<file path="src/rtl/reg_file_mp_pkg.sv">
// Shared constants for the dual-write multi-port register file.
// Build option: REG_FILE_MP_BYPASS_EN enables write-to-read forwarding.
package reg_file_mp_pkg;

    localparam int DEF_DATA_W = 8;
    localparam int DEF_ADDR_W = 2;

    function automatic int depth_of(input int aw);
        return 1 << aw;
    endfunction

    localparam int DEF_DEPTH = depth_of(DEF_ADDR_W);

endpackage

</file>
<file path="src/rtl/reg_file_mp_if.sv">
// Bus bundle for reg_file_mp: two write ports, one paired read,
// reservation request and busy scoreboard.
interface reg_file_mp_if #(
    parameter int DATA_W = 8,
    parameter int ADDR_W = 2
);
    localparam int DEPTH = 1 << ADDR_W;

    logic              we1;
    logic              we2;
    logic [ADDR_W-1:0] wa1;
    logic [ADDR_W-1:0] wa2;
    logic [DATA_W-1:0] wd1;
    logic [DATA_W-1:0] wd2;
    logic              re;
    logic [ADDR_W-1:0] ra1;
    logic [ADDR_W-1:0] ra2;
    logic [DATA_W-1:0] rd1;
    logic [DATA_W-1:0] rd2;
    logic              rvalid;
    logic              rsv_en;
    logic [ADDR_W-1:0] rsv_addr;
    logic [DEPTH-1:0]  busy;

    modport master (
        output we1, we2, wa1, wa2, wd1, wd2,
        output re, ra1, ra2, rsv_en, rsv_addr,
        input  rd1, rd2, rvalid, busy
    );

    modport slave (
        input  we1, we2, wa1, wa2, wd1, wd2,
        input  re, ra1, ra2, rsv_en, rsv_addr,
        output rd1, rd2, rvalid, busy
    );

endinterface

</file>
<file path="src/rtl/reg_file_mp_scoreboard.sv">
// Busy scoreboard: reserve sets a bit, any write clears it,
// and a reserve on the same edge as a write wins.
module reg_file_mp_scoreboard
    import reg_file_mp_pkg::*;
#(
    parameter int ADDR_W   = DEF_ADDR_W,
    parameter int ZERO_REG = 0,
    localparam int DEPTH   = depth_of(ADDR_W)
) (
    input  logic              clk,
    input  logic              rst_n,
    input  logic              rsv_en,
    input  logic [ADDR_W-1:0] rsv_addr,
    input  logic              we1,
    input  logic [ADDR_W-1:0] wa1,
    input  logic              we2,
    input  logic [ADDR_W-1:0] wa2,
    output logic [DEPTH-1:0]  busy
);

    logic [DEPTH-1:0] r_busy;
    logic [DEPTH-1:0] w_busy_nxt;

    always_comb begin
        w_busy_nxt = r_busy;
        for (int i = 0; i < DEPTH; i++) begin
            if ((we1 && wa1 == ADDR_W'(i)) ||
                (we2 && wa2 == ADDR_W'(i)))
                w_busy_nxt[i] = 1'b0;
            if (rsv_en && rsv_addr == ADDR_W'(i))
                w_busy_nxt[i] = 1'b1;
        end
        if (ZERO_REG != 0)
            w_busy_nxt[0] = 1'b0;
    end

    always_ff @(posedge clk or negedge rst_n) begin
        if (!rst_n)
            r_busy <= '0;
        else
            r_busy <= w_busy_nxt;
    end

    assign busy = r_busy;

endmodule

</file>
<file path="src/rtl/reg_file_mp.sv">
// Multi-port register file: 2 write ports (port 2 wins), registered dual read,
// busy scoreboard. Build option: REG_FILE_MP_BYPASS_EN forwards same-cycle writes.
module reg_file_mp
    import reg_file_mp_pkg::*;
#(
    parameter int DATA_W   = DEF_DATA_W,
    parameter int ADDR_W   = DEF_ADDR_W,
    parameter int ZERO_REG = 0,
    localparam int DEPTH   = depth_of(ADDR_W)
) (
    input  logic         clk,
    input  logic         rst_n,
    reg_file_mp_if.slave bus
);

    logic [DATA_W-1:0] r_mem [DEPTH];
    logic [DATA_W-1:0] r_rd1;
    logic [DATA_W-1:0] r_rd2;
    logic              r_rvalid;
    logic [DATA_W-1:0] w_rd1;
    logic [DATA_W-1:0] w_rd2;
    logic [DEPTH-1:0]  w_busy;

    function automatic logic [DATA_W-1:0] rd_val(
        input logic [ADDR_W-1:0] a
    );
        logic [DATA_W-1:0] v;
        v = r_mem[a];
`ifdef REG_FILE_MP_BYPASS_EN
        if (bus.we2 && bus.wa2 == a)
            v = bus.wd2;
        else if (bus.we1 && bus.wa1 == a)
            v = bus.wd1;
`endif
        if (ZERO_REG != 0 && a == '0)
            v = '0;
        return v;
    endfunction

    always_comb begin
        w_rd1 = rd_val(bus.ra1);
        w_rd2 = rd_val(bus.ra2);
    end

    always_ff @(posedge clk or negedge rst_n) begin
        if (!rst_n) begin
            for (int i = 0; i < DEPTH; i++)
                r_mem[i] <= '0;
        end else begin
            for (int i = 0; i < DEPTH; i++) begin
                if (ZERO_REG != 0 && i == 0)
                    r_mem[i] <= '0;
                else if (bus.we2 && bus.wa2 == ADDR_W'(i))
                    r_mem[i] <= bus.wd2;
                else if (bus.we1 && bus.wa1 == ADDR_W'(i))
                    r_mem[i] <= bus.wd1;
            end
        end
    end

    // Read data holds between requests; rvalid marks only fresh data.
    always_ff @(posedge clk or negedge rst_n) begin
        if (!rst_n) begin
            r_rd1    <= '0;
            r_rd2    <= '0;
            r_rvalid <= 1'b0;
        end else begin
            r_rvalid <= bus.re;
            if (bus.re) begin
                r_rd1 <= w_rd1;
                r_rd2 <= w_rd2;
            end
        end
    end

    reg_file_mp_scoreboard #(
        .ADDR_W   (ADDR_W),
        .ZERO_REG (ZERO_REG)
    ) u_sb (
        .clk      (clk),
        .rst_n    (rst_n),
        .rsv_en   (bus.rsv_en),
        .rsv_addr (bus.rsv_addr),
        .we1      (bus.we1),
        .wa1      (bus.wa1),
        .we2      (bus.we2),
        .wa2      (bus.wa2),
        .busy     (w_busy)
    );

    assign bus.rd1    = r_rd1;
    assign bus.rd2    = r_rd2;
    assign bus.rvalid = r_rvalid;
    assign bus.busy   = w_busy;

endmodule

</file>
<file path="src/flat_wrapper.sv">
// flat-port wrapper written by rule: the top's interface ports become plain ports
module reg_file_mp_flat import reg_file_mp_pkg::*;
#(
    parameter int DATA_W   = DEF_DATA_W,
    parameter int ADDR_W   = DEF_ADDR_W,
    parameter int ZERO_REG = 0,
    localparam int DEPTH   = depth_of(ADDR_W)
)
  (clk, rst_n, bus_we1, bus_we2, bus_wa1, bus_wa2, bus_wd1, bus_wd2, bus_re, bus_ra1, bus_ra2, bus_rsv_en, bus_rsv_addr, bus_rd1, bus_rd2, bus_rvalid, bus_busy);
  reg_file_mp_if #(.DATA_W(DATA_W), .ADDR_W(ADDR_W)) bus_i ();
  input  logic clk;
  input  logic rst_n;
  input wire logic [$bits(bus_i.we1)-1:0] bus_we1;
  input wire logic [$bits(bus_i.we2)-1:0] bus_we2;
  input wire logic [$bits(bus_i.wa1)-1:0] bus_wa1;
  input wire logic [$bits(bus_i.wa2)-1:0] bus_wa2;
  input wire logic [$bits(bus_i.wd1)-1:0] bus_wd1;
  input wire logic [$bits(bus_i.wd2)-1:0] bus_wd2;
  input wire logic [$bits(bus_i.re)-1:0] bus_re;
  input wire logic [$bits(bus_i.ra1)-1:0] bus_ra1;
  input wire logic [$bits(bus_i.ra2)-1:0] bus_ra2;
  input wire logic [$bits(bus_i.rsv_en)-1:0] bus_rsv_en;
  input wire logic [$bits(bus_i.rsv_addr)-1:0] bus_rsv_addr;
  output wire logic [$bits(bus_i.rd1)-1:0] bus_rd1;
  output wire logic [$bits(bus_i.rd2)-1:0] bus_rd2;
  output wire logic [$bits(bus_i.rvalid)-1:0] bus_rvalid;
  output wire logic [$bits(bus_i.busy)-1:0] bus_busy;
  assign bus_i.we1 = bus_we1;
  assign bus_i.we2 = bus_we2;
  assign bus_i.wa1 = bus_wa1;
  assign bus_i.wa2 = bus_wa2;
  assign bus_i.wd1 = bus_wd1;
  assign bus_i.wd2 = bus_wd2;
  assign bus_i.re = bus_re;
  assign bus_i.ra1 = bus_ra1;
  assign bus_i.ra2 = bus_ra2;
  assign bus_i.rsv_en = bus_rsv_en;
  assign bus_i.rsv_addr = bus_rsv_addr;
  assign bus_rd1 = bus_i.rd1;
  assign bus_rd2 = bus_i.rd2;
  assign bus_rvalid = bus_i.rvalid;
  assign bus_busy = bus_i.busy;
  reg_file_mp #(.DATA_W(DATA_W), .ADDR_W(ADDR_W), .ZERO_REG(ZERO_REG)) u_core (.clk(clk), .rst_n(rst_n), .bus(bus_i));
endmodule
</file>
<file path="config.mk">
export PLATFORM = sky130hd
export DESIGN_NAME = reg_file_mp_flat
export DESIGN_NICKNAME = d
export VERILOG_FILES = /design/src/rtl/reg_file_mp_pkg.sv /design/src/rtl/reg_file_mp_if.sv /design/src/rtl/reg_file_mp_scoreboard.sv /design/src/rtl/reg_file_mp.sv /design/src/flat_wrapper.sv
export SDC_FILE = /design/constraint.sdc
export NUM_CORES = 1
export LEC_CHECK = 0
export CAP_MARGIN = 40
export CORE_MARGIN = 2
export CORE_UTILIZATION = 39
export DETAILED_ROUTE_END_ITERATION = 12
export GPL_TIMING_DRIVEN = 0
export HOLD_SLACK_MARGIN = 0.06
export PLACE_DENSITY_LB_ADDON = 0.2
export SYNTH_ARGS = -nofsm -noshare
export SYNTH_HDL_FRONTEND = slang
export SYNTH_SLANG_ARGS = --single-unit
</file>
<file path="constraint.sdc">
create_clock -name clk -period 1.65 [get_ports clk]
set_clock_uncertainty 0.1 [all_clocks]
set_input_delay 0.495 -clock clk [delete_from_list [all_inputs] [get_ports clk]]
set_output_delay 0.495 -clock clk [all_outputs]
set_load 0.03 [all_outputs]
</file>
# After elaboration in Yosys (flattened, before gate mapping)
# Index checks and enable logic that the tools add are counted.
# totals
reg_bits	53
word_cells	73
# classes
n_lt_le_gt_ge	2
eq_ne	9
n_mux	22
n_bitwise	2
reduce_logical	27
# ops
operator	n
$mux 8	12
$bmux 8 s2	2
$reduce_bool 2->1	8
$eq 2x2->1 const B	6
$logic_and 1x1->1	12
$mux 1	8
$eq 2x1->1 const B	3
$ge 3x3->1 const B	2
$logic_not 2->1	3
$not 2->3	2
$logic_or 1x1->1	4

# Logic depth before layout (Yosys ltp)
# depth
depth_word	5
mapped_depth	5

# By module
# A second synthesis with hierarchy kept.
# hier_totals
hier_cells	312
area_unflattened_um2	2896.5
# modules_own_cells
mod	n_inst	cells_each	area_each_um2
reg_file_mp	1	293	2682.6
reg_file_mp_scoreboard	1	19	214.0

# Least setup slack after synthesis
# No wires, ideal clock.
# synth_path
kind	input port to flip-flop
startpoint	in bus_ra2[0]
endpoint	reg u_core.r_rd2[1], in the netlist u_core.bus.rd2[1]
setup_time_ns	0.129
arrival_ns	1.379
t_required_ns	1.421
path_slack_ns	0.042
stages	5
path_cell_list	buf_2 -> buf_4 -> mux2_2 -> a21oi_1 -> o21ai_0
# synth_between
elab_chain_len	4
# synth_rtl
element	line	rtl
from (decl)	flat_wrapper.sv:21	input wire logic [$bits(bus_i.ra2)-1:0] bus_ra2;
$not 2->3 (implied by the code)	reg_file_mp.sv:28	v = r_mem[a];
$bmux 8 s2	reg_file_mp.sv:28	
$mux 8 (implied by the code) (2 in a row)	reg_file_mp.sv:28	
to (signal assigned)	reg_file_mp.sv:71	r_rd2 <= w_rd2;
to (decl)	reg_file_mp.sv:18	logic [DATA_W-1:0] r_rd2;
# No other way between the ends. The select of a mux whose other input is x is not followed.
# A chain may end at the register's enable or synchronous reset.

# Final worst setup path
# layout_path
startpoint	reg u_core.r_rd2[2], in the netlist u_core.bus.rd2[2]
endpoint	out bus_rd2[2]
# layout_lines
element	line	rtl
to (decl)	flat_wrapper.sv:25	output wire logic [$bits(bus_i.rd2)-1:0] bus_rd2;
# No word-level cell between the ends.

==> results.cfg <==
[setup_path]
critical_path_required_ps = 1050
critical_path_buf_inv_count = 1
cp-end-kind = output port
critical_path.startpoint_type = flip-flop
crit_slowest_cell = sky130_fd_sc_hd__dfrtp_1
critical-path-top-delay-family = flip-flops
timing.critical_path.arrival_ps = 1020
critPathMaxStageDelay_ps = 380
critical_path_peak_fanout = 2
critical_path_cell_by_cell = clkdlybuf4s15_1
criticalPathCategory = reg2out

[timing]
max_slew_margin_pct = 57.3
setup_viol = 0
fmax_ghz = 0.620
rsz0062_at_grt = false
worst_max_slew_pin_slew_ps = 637
setup_ws_ps = 37.4
fin_hold_ws_ps = 91.5
final_min_period_over_clock_period_pct = 97.7
hold_viol = 0
final_period_minus_worst_setup_slack_ps = 1610
final_max_slew_viol_count = 0
totalNegativeSetupSlack_ps = 0

[global_routing]
global_route.overflow_total = 0
grt_first_pass_wirelength_um = 12300
antenna_found_initial = 0
first_global_vias = 2401
maximum_number_of_pins_on_one_net_before_global_route_repair = 30
grt_use_total_pct = 20.7

[outcome]
status = complete, no violations

[die]
io-pin-count = 53
floorplan.rows = 30
floorplan.die.height_um = 88.2
die_area_um2 = 7780
effective_utilization_at_floorplan_pct = 40.5
die_width_um = 88.2
placeableCoreArea_um2 = 6830

[route]
wirelength_um = 7530
post_drt_wl_per_cell_um = 16.3
drc = 0
drt-pass1-iter-count = 4
antenna_violating_nets_post_route = 0
total_number_of_vias = 2392
detailedRoute.firstIterationViolations = 152
drt-vias-per-instance = 5.19

[logic_synthesis]
seq_area_frac_synth_pct = 48.0
post_synth_inst_count = 308
post_synthesis_xor_xnor_area_fraction_pct = 0
synth_nets = 340
post_synth_and_or_nand_nor_area_fraction_pct = 21.9
asyncSetResetFlopFracSynth_pct = 100
fraction_of_the_mapped_netlist_area_in_compound_gates_pct = 13.8
warnings_synthesis = 0
synth-seq-cells = 53
post_synth_instance_area_um2 = 2760
synth.avg_cell_area_um2 = 8.97
number_of_synthesized_flops_with_an_enable_pin = 0
synth.lib_cells_used.distinct = 22
postSynth.topFlopCell = sky130_fd_sc_hd__dfrtp_1
synth.area.mux_share_pct = 12.3
synth_fa_ha_area_share_pct = 0
synth_top_family_by_area = simple AND/OR/NAND/NOR gates

[clock_network]
cts.path.max_buffers = 2
cts.hold.buffers_added = 0
worst_setup_hold_path_clk_slew_ps = 90
tritoncts = built
clock_sinks = 53
cts-root-buf = sky130_fd_sc_hd__clkbuf_8
tritoncts.num_buffers = 5
clk-insertion-delay-late_ps = 310
htree_levels = 2

[placed_design]
place_ws_ps = -756
place.port_buffers = 47
place_congestion = 0.832
place.detailed.hpwl_um = 5500
placed_area_um2 = 3370

[hold_path]
timing.hold.worst.class = in2async

[cells_and_area]
post_route_cells_drive_above_1_share_pct = 18.4
antenna_cells = 0
layout.core_utilization_pct = 49.7
finish.instance_area_um2 = 3400
nets = 397
layout.cells.most_common = sky130_fd_sc_hd__nand2_1
layout.cells.most_common_list = sky130_fd_sc_hd__nand2_1 (65), sky130_fd_sc_hd__dfrtp_1 (53), sky130_fd_sc_hd__nor2_1 (32), sky130_fd_sc_hd__a31oi_1 (32)
area_growth_syn_to_layout_pct = 22.9

[power]
leakage_dissipation_nw = 1.54
power_density_nw_per_um2 = 1010
peakVddDrop_mv = 0.355

[job]
timing.max_cap.violations = 0
[per-stage QoR]
stage / instances / power (mW)
after floorplan: 308 / 2.31
final: 461 / 3.42
after CTS: 461 / 3.46
after detailed placement: 452 / 2.77
after global placement: 451 / 2.74
after global routing: 461 / 3.62
[layout make-up]
| type | count | area (um2) |
|---|---|---|
| fillers | 715 | 3430 |
| multi-input cells | 234 | 1330 |
| flip-flops and latches | 53 | 1330 |
| repair buffers | 50 | 397 |
| plain buffers | 20 | 134 |
| well taps | 96 | 120 |
| clock buffers | 7 | 86.3 |
| inverters | 1 | 3.75 |
[metal layers]
| metal | wire length, um | GRT usage (%) | part of all wire [%] | vias up |
|---|---|---|---|---|
| li1 | - | - | - | 1172 |
| met1 | 3500 | 29.9 | 47 | 1132 |
| met2 | 3490 | 31.8 | 46 | 75 |
| met3 | 419 | 3.11 | 5.6 | 13 |
| met4 | 120 | 6.89 | 1.6 | 0 |
| met5 | 0 | 0 | 0 | - |
[state kept, by name, indices dropped and copies added, names as in the netlist]
| name | count |
|---|---|
| u_core.u_sb.busy | 4 |
| u_core.bus.rvalid | 1 |
| u_core.bus.rd2 | 8 |
| u_core.bus.rd1 | 8 |
| u_core.r_mem | 32 |
[Yosys cell counts (all sizes together), types with 2 or more instances]
master	instances	area share [%]
and3b	2	0.63
mux2	16	6.5
nand3b	4	1.1
a21oi	16	2.9
clkbuf	5	0.68
nand3	6	1.1
dfrtp	53	48
nor2	32	4.3
or3b	2	0.63
mux2i	16	5.8
o21ai	20	3.6
nor2b	18	4.1
buf	15	3.3
a31oi	32	7.2
nand2	67	9.1
[logic make-up (layout without fill, tap and decap cells)]
kind of cell / count (synthesis) / after routing
DFF: 53 / 53
and+or+nand+nor: 134 / 134
buffers and inverters: 21 / 78
muxes: 32 / 32
AOI/OAI and AO/OA: 68 / 68
[power breakdown]
part / total, mW / switching [mW] / leakage, nW / internal (mW)
combinational: 0.961 / 0.559 / 0.865 / 0.402
sequential: 1.70 / 0.171 / 0.630 / 1.53
clock: 0.756 / 0.422 / 0.0443 / 0.334
[final timing paths]
| kind | start | end | slack [ps] | cells past startpoint |
|---|---|---|---|---|
| max | u_core.bus.rd2[2] | bus_rd2[2] | 40 | 1 |
| min | rst_n | u_core.r_mem[18] | 90 | 1 |
| max reg2reg | u_core.r_mem[21] | u_core.bus.rd1[5] | 480 | 3 |
| min reg2reg | u_core.u_sb.busy[0] | u_core.u_sb.busy[0] | 420 | 2 |
| max in group asynchronous | rst_n | u_core.r_mem[19] | 800 | 2 |
| min in group clk | u_core.u_sb.busy[0] | u_core.u_sb.busy[0] | 420 | 2 |
[timing repair]
item                       CTS  global route
hold endpoints to repair     0             0
pin swaps                    1             0
buffers inserted             2             0
resized for setup           46            30
setup endpoints to repair   73            25
Note: power is estimated with default switching activity, not from simulation.
